<file path="src/rtl/instr_fetch_unit_pkg.sv">
// Shared constants and types for the instruction fetch stage.
// Holds the bubble encoding, default reset PC and memory size, and the next-PC select codes.
package instr_fetch_unit_pkg;

  localparam int unsigned INSTR_W           = 32;
  localparam logic [31:0] NOP_INSTR_DEFAULT = 32'h0000_0013;
  localparam logic [31:0] RESET_PC_DEFAULT  = 32'h0000_0000;
  localparam int unsigned MEM_BYTES_DEFAULT = 1024;

  // Which source the PC takes next; also tells the IF/ID register what to do.
  typedef enum logic [1:0] {
    PC_SEL_FETCH    = 2'd0,
    PC_SEL_STALL    = 2'd1,
    PC_SEL_HALT     = 2'd2,
    PC_SEL_REDIRECT = 2'd3
  } pc_sel_e;

  function automatic logic [31:0] word_align(input logic [31:0] addr);
    return {addr[31:2], 2'b00};
  endfunction

endpackage

</file>
<file path="src/rtl/instr_fetch_unit_pc_next_sel.sv">
// Next-PC selection for the fetch stage: redirect > stall > halted > sequential +4.
// Also flags out-of-range PCs and redirect targets that are not word aligned.
module pc_next_sel
  import instr_fetch_unit_pkg::*;
#(
  parameter int unsigned MEM_BYTES = MEM_BYTES_DEFAULT
) (
  input  logic [31:0] pc,
  input  logic        stall,
  input  logic        redirect_valid,
  input  logic [31:0] redirect_target,
  output logic [31:0] pc_next,
  output pc_sel_e     sel,
  output logic        halted,
  output logic        target_misaligned
);

  localparam logic [31:0] LAST_PC = 32'(MEM_BYTES - 4);

  always_comb begin
    sel               = PC_SEL_FETCH;
    pc_next           = pc + 32'd4;
    halted            = (pc > LAST_PC);
    target_misaligned = redirect_valid && (redirect_target[1:0] != 2'b00);

    if (redirect_valid) begin
      sel     = PC_SEL_REDIRECT;
      pc_next = word_align(redirect_target);
    end else if (stall) begin
      sel     = PC_SEL_STALL;
      pc_next = pc;
    end else if (halted) begin
      sel     = PC_SEL_HALT;
      pc_next = pc;
    end
  end

endmodule

</file>
<file path="src/rtl/instr_fetch_unit.sv">
// Fetch stage: owns the PC, addresses instruction memory and fills the IF/ID register.
// Redirects flush IF/ID, out-of-range PCs insert bubbles, and a counter tracks valid fetches.
module instr_fetch_unit
  import instr_fetch_unit_pkg::*;
#(
  parameter logic [31:0] RESET_PC  = RESET_PC_DEFAULT,
  parameter int unsigned MEM_BYTES = MEM_BYTES_DEFAULT,
  parameter logic [31:0] NOP_INSTR = NOP_INSTR_DEFAULT
) (
  input  logic               clk,
  input  logic               reset,
  output logic [31:0]        imem_addr,
  input  logic [INSTR_W-1:0] imem_instr,
  input  logic               stall,
  input  logic               redirect_valid,
  input  logic [31:0]        redirect_target,
  output logic               if_id_valid,
  output logic [31:0]        if_id_pc,
  output logic [31:0]        if_id_pc_plus4,
  output logic [INSTR_W-1:0] if_id_instr,
  output logic               halted,
  output logic               misaligned,
  output logic [31:0]        fetch_count
);

  logic [31:0] pc;
  logic [31:0] pc_next;
  pc_sel_e     sel;
  logic        target_misaligned;

  assign imem_addr = pc;

  pc_next_sel #(
    .MEM_BYTES (MEM_BYTES)
  ) u_pc_next_sel (
    .pc                (pc),
    .stall             (stall),
    .redirect_valid    (redirect_valid),
    .redirect_target   (redirect_target),
    .pc_next           (pc_next),
    .sel               (sel),
    .halted            (halted),
    .target_misaligned (target_misaligned)
  );

  // Stall leaves IF/ID untouched; redirect and halt both leave a bubble behind.
  always_ff @(posedge clk) begin
    if (reset) begin
      pc             <= RESET_PC;
      if_id_valid    <= 1'b0;
      if_id_pc       <= 32'd0;
      if_id_pc_plus4 <= 32'd0;
      if_id_instr    <= NOP_INSTR;
      misaligned     <= 1'b0;
      fetch_count    <= 32'd0;
    end else begin
      pc <= pc_next;
      if (target_misaligned) begin
        misaligned <= 1'b1;
      end
      case (sel)
        PC_SEL_REDIRECT, PC_SEL_HALT: begin
          if_id_valid <= 1'b0;
          if_id_instr <= NOP_INSTR;
        end
        PC_SEL_FETCH: begin
          if_id_valid    <= 1'b1;
          if_id_pc       <= pc;
          if_id_pc_plus4 <= pc + 32'd4;
          if_id_instr    <= imem_instr;
          fetch_count    <= fetch_count + 32'd1;
        end
        default: begin
        end
      endcase
    end
  end

endmodule
</file>
<file path="config.mk">
export PLATFORM = sky130hd
export DESIGN_NAME = instr_fetch_unit
export DESIGN_NICKNAME = d
export VERILOG_FILES = /design/src/rtl/instr_fetch_unit_pkg.sv /design/src/rtl/instr_fetch_unit_pc_next_sel.sv /design/src/rtl/instr_fetch_unit.sv
export SDC_FILE = /design/constraint.sdc
export NUM_CORES = 1
export LEC_CHECK = 0
export BUFFER_PORTS_ARGS = -buffer_cell sky130_fd_sc_hd__buf_2
export CAP_MARGIN = 5
export CORE_MARGIN = 2
export CORE_UTILIZATION = 40
export DETAILED_ROUTE_END_ITERATION = 16
export PLACE_DENSITY = 0.67
export SETUP_SLACK_MARGIN = 0.3
export SLEW_MARGIN = 15
export SYNTH_ARGS = -nofsm -noshare
export SYNTH_HDL_FRONTEND = slang
export SYNTH_SLANG_ARGS = --single-unit
</file>
<file path="constraint.sdc">
create_clock -name clk -period 4.2 [get_ports clk]
set_input_delay 0.84 -clock clk [delete_from_list [all_inputs] [get_ports clk]]
set_output_delay 0.84 -clock clk [all_outputs]
set_load 0.02 [all_outputs]
</file>
==> metrics.md <==
| Metric | Value |
|---|---|
| Initial antenna violation count | `0` |
| R2R cell count | `4` |
| Mapped Cells | `slightly below 700` |
| Final net count | `957` |
| Resized cells post-CTS | `0` |
| Routed WL | `~17000 um` |
| Clock skew | `5.99 ps` |
| Final ANT Viol Nets | `0` |
| Vias per cell | `5.18` |
| Die Span X | `129 um` |
| Number of synthesis warnings | `0` |
| Hold slack | `~450 ps` |
| Max-cap violations | `0` |
| Share of power burned in registers | `46.1%` |
| Leakage | `~3.5 nW` |
| Arr. time, crit path | `just over 2000 ps` |
| CTS tree | `done` |
| Sequential cell area | `roughly 0.0031 sq mm` |
| GPL Wtd Cong | `0.784` |
| Final setup TNS | `0 ps` |
| WP depth | `5` |
| Clk sinks | `approximately 160` |
| Global-route wire length before repair | `27400 um` |
| Post-CTS setup buffer count | `0` |
| Pwr dens | `409 mW/mm^2` |
| Post-DP HPWL | `between 10000 and 15000 um` |
| Drt drc | `0` |
| Starting Density | `41.1%` |
| Distinct cells, synth | `37` |
| Critical path class | `flop to primary output` |
| Vias in the first global route | `between 5000 and 6000` |
| Core area | `0.0153 sq mm` |
| Post-Syn Area per Cell | `9.07 sq um` |
| Crit path cell chain | `or4_1, nor2_2, buf_4, nand2_1, buf_2` |
| Clk slew on worst S/H paths | `60 ps` |
| Psw | `0.885 mW` |
| Status | `finished clean` |
| Crit-path slowest cell | `or4_1` |
| Minimum clock period | `2900 ps` |
| Rel. slew slack | `38.7%` |
| Seq/Total Area, Yosys | `49.6%` |
| I/O Buffers | `224` |
| Delay-heaviest family, CP | `simple AND/OR/NAND/NOR gates` |
| Internal power | `about 2.4 mW` |
| Worst Hold Class | `flop to flop` |
| Area of the multi-input gates | `0.00291 sq mm` |
| Chip height | `129 um` |
| Clock power share | `46.3%` |
| Fill count | `1496` |
| Mapped cell area | `0.00630 sq mm` |
| Congestion Overflow GR | `0` |
| Unrepaired setup endpoints after global routing | `false` |
| Post-cts hold buffer count | `0` |
| Pin count of the biggest net entering global routing | `roughly 80` |
| Critical Path RT | `3360 ps` |
| Rows | `45` |
| Worst-Margin Slew | `917 ps` |
| Initial DRC count | `405` |
| Root Buffer | `clkbuf_16` |
| CP Buf/Inv Count | `2` |
| Max Fclk | `0.345 GHz` |
| CP endpoint kind | `primary output` |
| Routed WL per cell | `about 16 um` |
| Pre-CTS WS | `1340 ps` |
| IR drop worst, VDD | `0.272 mV` |
| Startpoint types | `flop` |
| Gate power share | `7.6%` |
| CTS H-tree lvls | `4` |
| Die Footprint | `0.0168 sq mm` |
| Clock Latency Late Sink | `420 ps` |
| Cts bufs inserted | `17` |
| Final period util | `between 60% and 70%` |
| Synth-to-Final Area Change | `28.6%` |
| ANT cells | `0` |
| Sw frac | `26.7%` |
| Fin. Hold Viols | `0` |
| # IOs | `231` |
| Synth Register Bits | `156` |
| Final setup violation count | `0` |
| Share of cells above drive strength 1 | `31.6%` |
| Via count | `5757` |
| Max-slew violation count | `0` |
| All-Layer GR Usage | `20.7%` |
| CP peak stage delay | `a little under 600 ps` |
| TritonRoute pass-1 iters | `4` |
| Hold path depth | `2` |
| Max Root-Sink Buffers | `2` |
| Crit-path max FO | `30` |
| PnR worst setup slack | `1300 ps` |
-- through the flow --
step / power (mW) / instances / utilization [%] / area, sq um
after floorplan: 1.72 / 699 / - / 6310
after global placement: 1.81 / 1079 / 49.0 / 7510
after detailed placement: 1.81 / 1079 / 49.0 / 7510
after CTS: 3.35 / 1111 / 52.9 / 8100
after global routing: 3.44 / 1111 / 52.9 / 8100
final: 3.31 / 1111 / 52.9 / 8100
-- per-layer routing --
metal  GRT usage (%)  share of wire, %  up-vias  routed length, um
li1                -                 -     2854                  -
met1            27.3                45     2691               7830
met2            32.2                46      186               7930
met3            5.74               6.7       26               1160
met4            8.16               2.0        0                348
met5               0                 0        -                  0
-- final timing paths --
check                 from  slack [ps]               to
max          imem_addr[27]        1300           halted
min             misaligned         450       misaligned
max reg2reg  imem_addr[27]        1380  fetch_count[16]
min reg2reg     misaligned         450       misaligned
-- cells in the mapped netlist (all sizes together) --
library cell | count | area, sq um
or3 | 4 | 25.0
nor3 | 8 | 40.0
nor2 | 63 | 236
o31ai | 12 | 90.1
and4b | 1 | 10.0
and2 | 45 | 282
nand3 | 28 | 140
clkbuf | 49 | 184
clkinv | 2 | 7.51
or2 | 1 | 6.26
dfxtp | 156 | 3120
and4 | 8 | 70.1
and3 | 5 | 31.3
nor4 | 24 | 193
inv | 6 | 22.5
nand4 | 46 | 288
nor3b | 1 | 7.51
or4 | 14 | 105
nand2 | 38 | 143
buf | 14 | 80.1
a211oi | 8 | 60.1
conb | 1 | 3.75
mux2 | 22 | 248
a21oi | 59 | 295
nor2b | 20 | 125
xor2 | 4 | 35.0
o21ai | 19 | 95.1
mux2i | 21 | 210
xnor2 | 3 | 26.3
nor4bb | 1 | 10.0
a311oi | 9 | 78.8
ha | 2 | 25.0
-- layout make-up --
type / instances / share of cell area, %
Sequential cell: 156 / 38.6
Multi-Input combinational cell: 472 / 35.9
Timing Repair Buffer: 232 / 14.6
Clock buffer: 17 / 5.25
Tap cell: 211 / 3.26
Clock inverter: 15 / 2.04
Inverter: 8 / 0.371
-- layout by cell type, fill, tap and decap left out, types with 7 or more instances in the layout --
cell       Yosys  layout
buf_2          4     223
dfxtp_1      156     156
nor2_1        63      62
a21oi_1       59      58
nand4_1       46      46
and2_1        45      45
nand2_1       38      38
nand3_1       28      28
mux2i_1       21      21
nor4_1        20      20
nor2b_1       20      20
o21ai_0       19      19
clkbuf_16      0      17
or4_1         14      14
mux2_2        12      12
o31ai_1       12      12
mux2_1        10      10
a311oi_1       9       9
buf_4          6       9
nor3_1         8       8
a211oi_1       8       8
and4_1         8       7
inv_6          0       7
-- logic make-up (layout without fill, tap and decap cells) --
| logic type | count (synthesis) | in the layout | share of synthesized area [%] |
|---|---|---|---|
| AOI/OAI and AO/OA | 107 | 107 | 9.84 |
| xor gates and xnor gates | 7 | 7 | 0.974 |
| adders and majority gates | 2 | 2 | 0.397 |
| buffers and inverters | 71 | 272 | 4.67 |
| DFF | 156 | 156 | 49.6 |
| muxes | 43 | 43 | 7.27 |
| other | 1 | 6 | 0.0596 |
| and+or+nand+nor | 307 | 307 | 27.2 |
-- worst register-to-register path: cells and delay by family (launching register included) --
kind / cells / cell delay [ps]
muxes: 1 / 380
and+or+nand+nor: 3 / 1990
DFF: 1 / 330
-- power groups by stage --
stage          registers [mW]  logic [mW]  clock network (mW)
2_1_floorplan            1.58       0.142                   0
3_3_place_gp             1.56       0.250                   0
3_5_place_dp             1.56       0.251                   0
4_1_cts                  1.53       0.251                1.57
5_1_grt                  1.53       0.277                1.63
6_report                 1.53       0.251                1.53
-- flip-flops by register name (all words and copies together) (netlist names) --
| register | cells |
|---|---|
| if_id_pc | 30 |
| fetch_count | 32 |
| imem_addr | 30 |
| if_id_instr | 32 |
| if_id_pc_plus4 | 30 |
| misaligned | 1 |
| if_id_valid | 1 |
No activity file was read; power rests on OpenSTA's default activity.
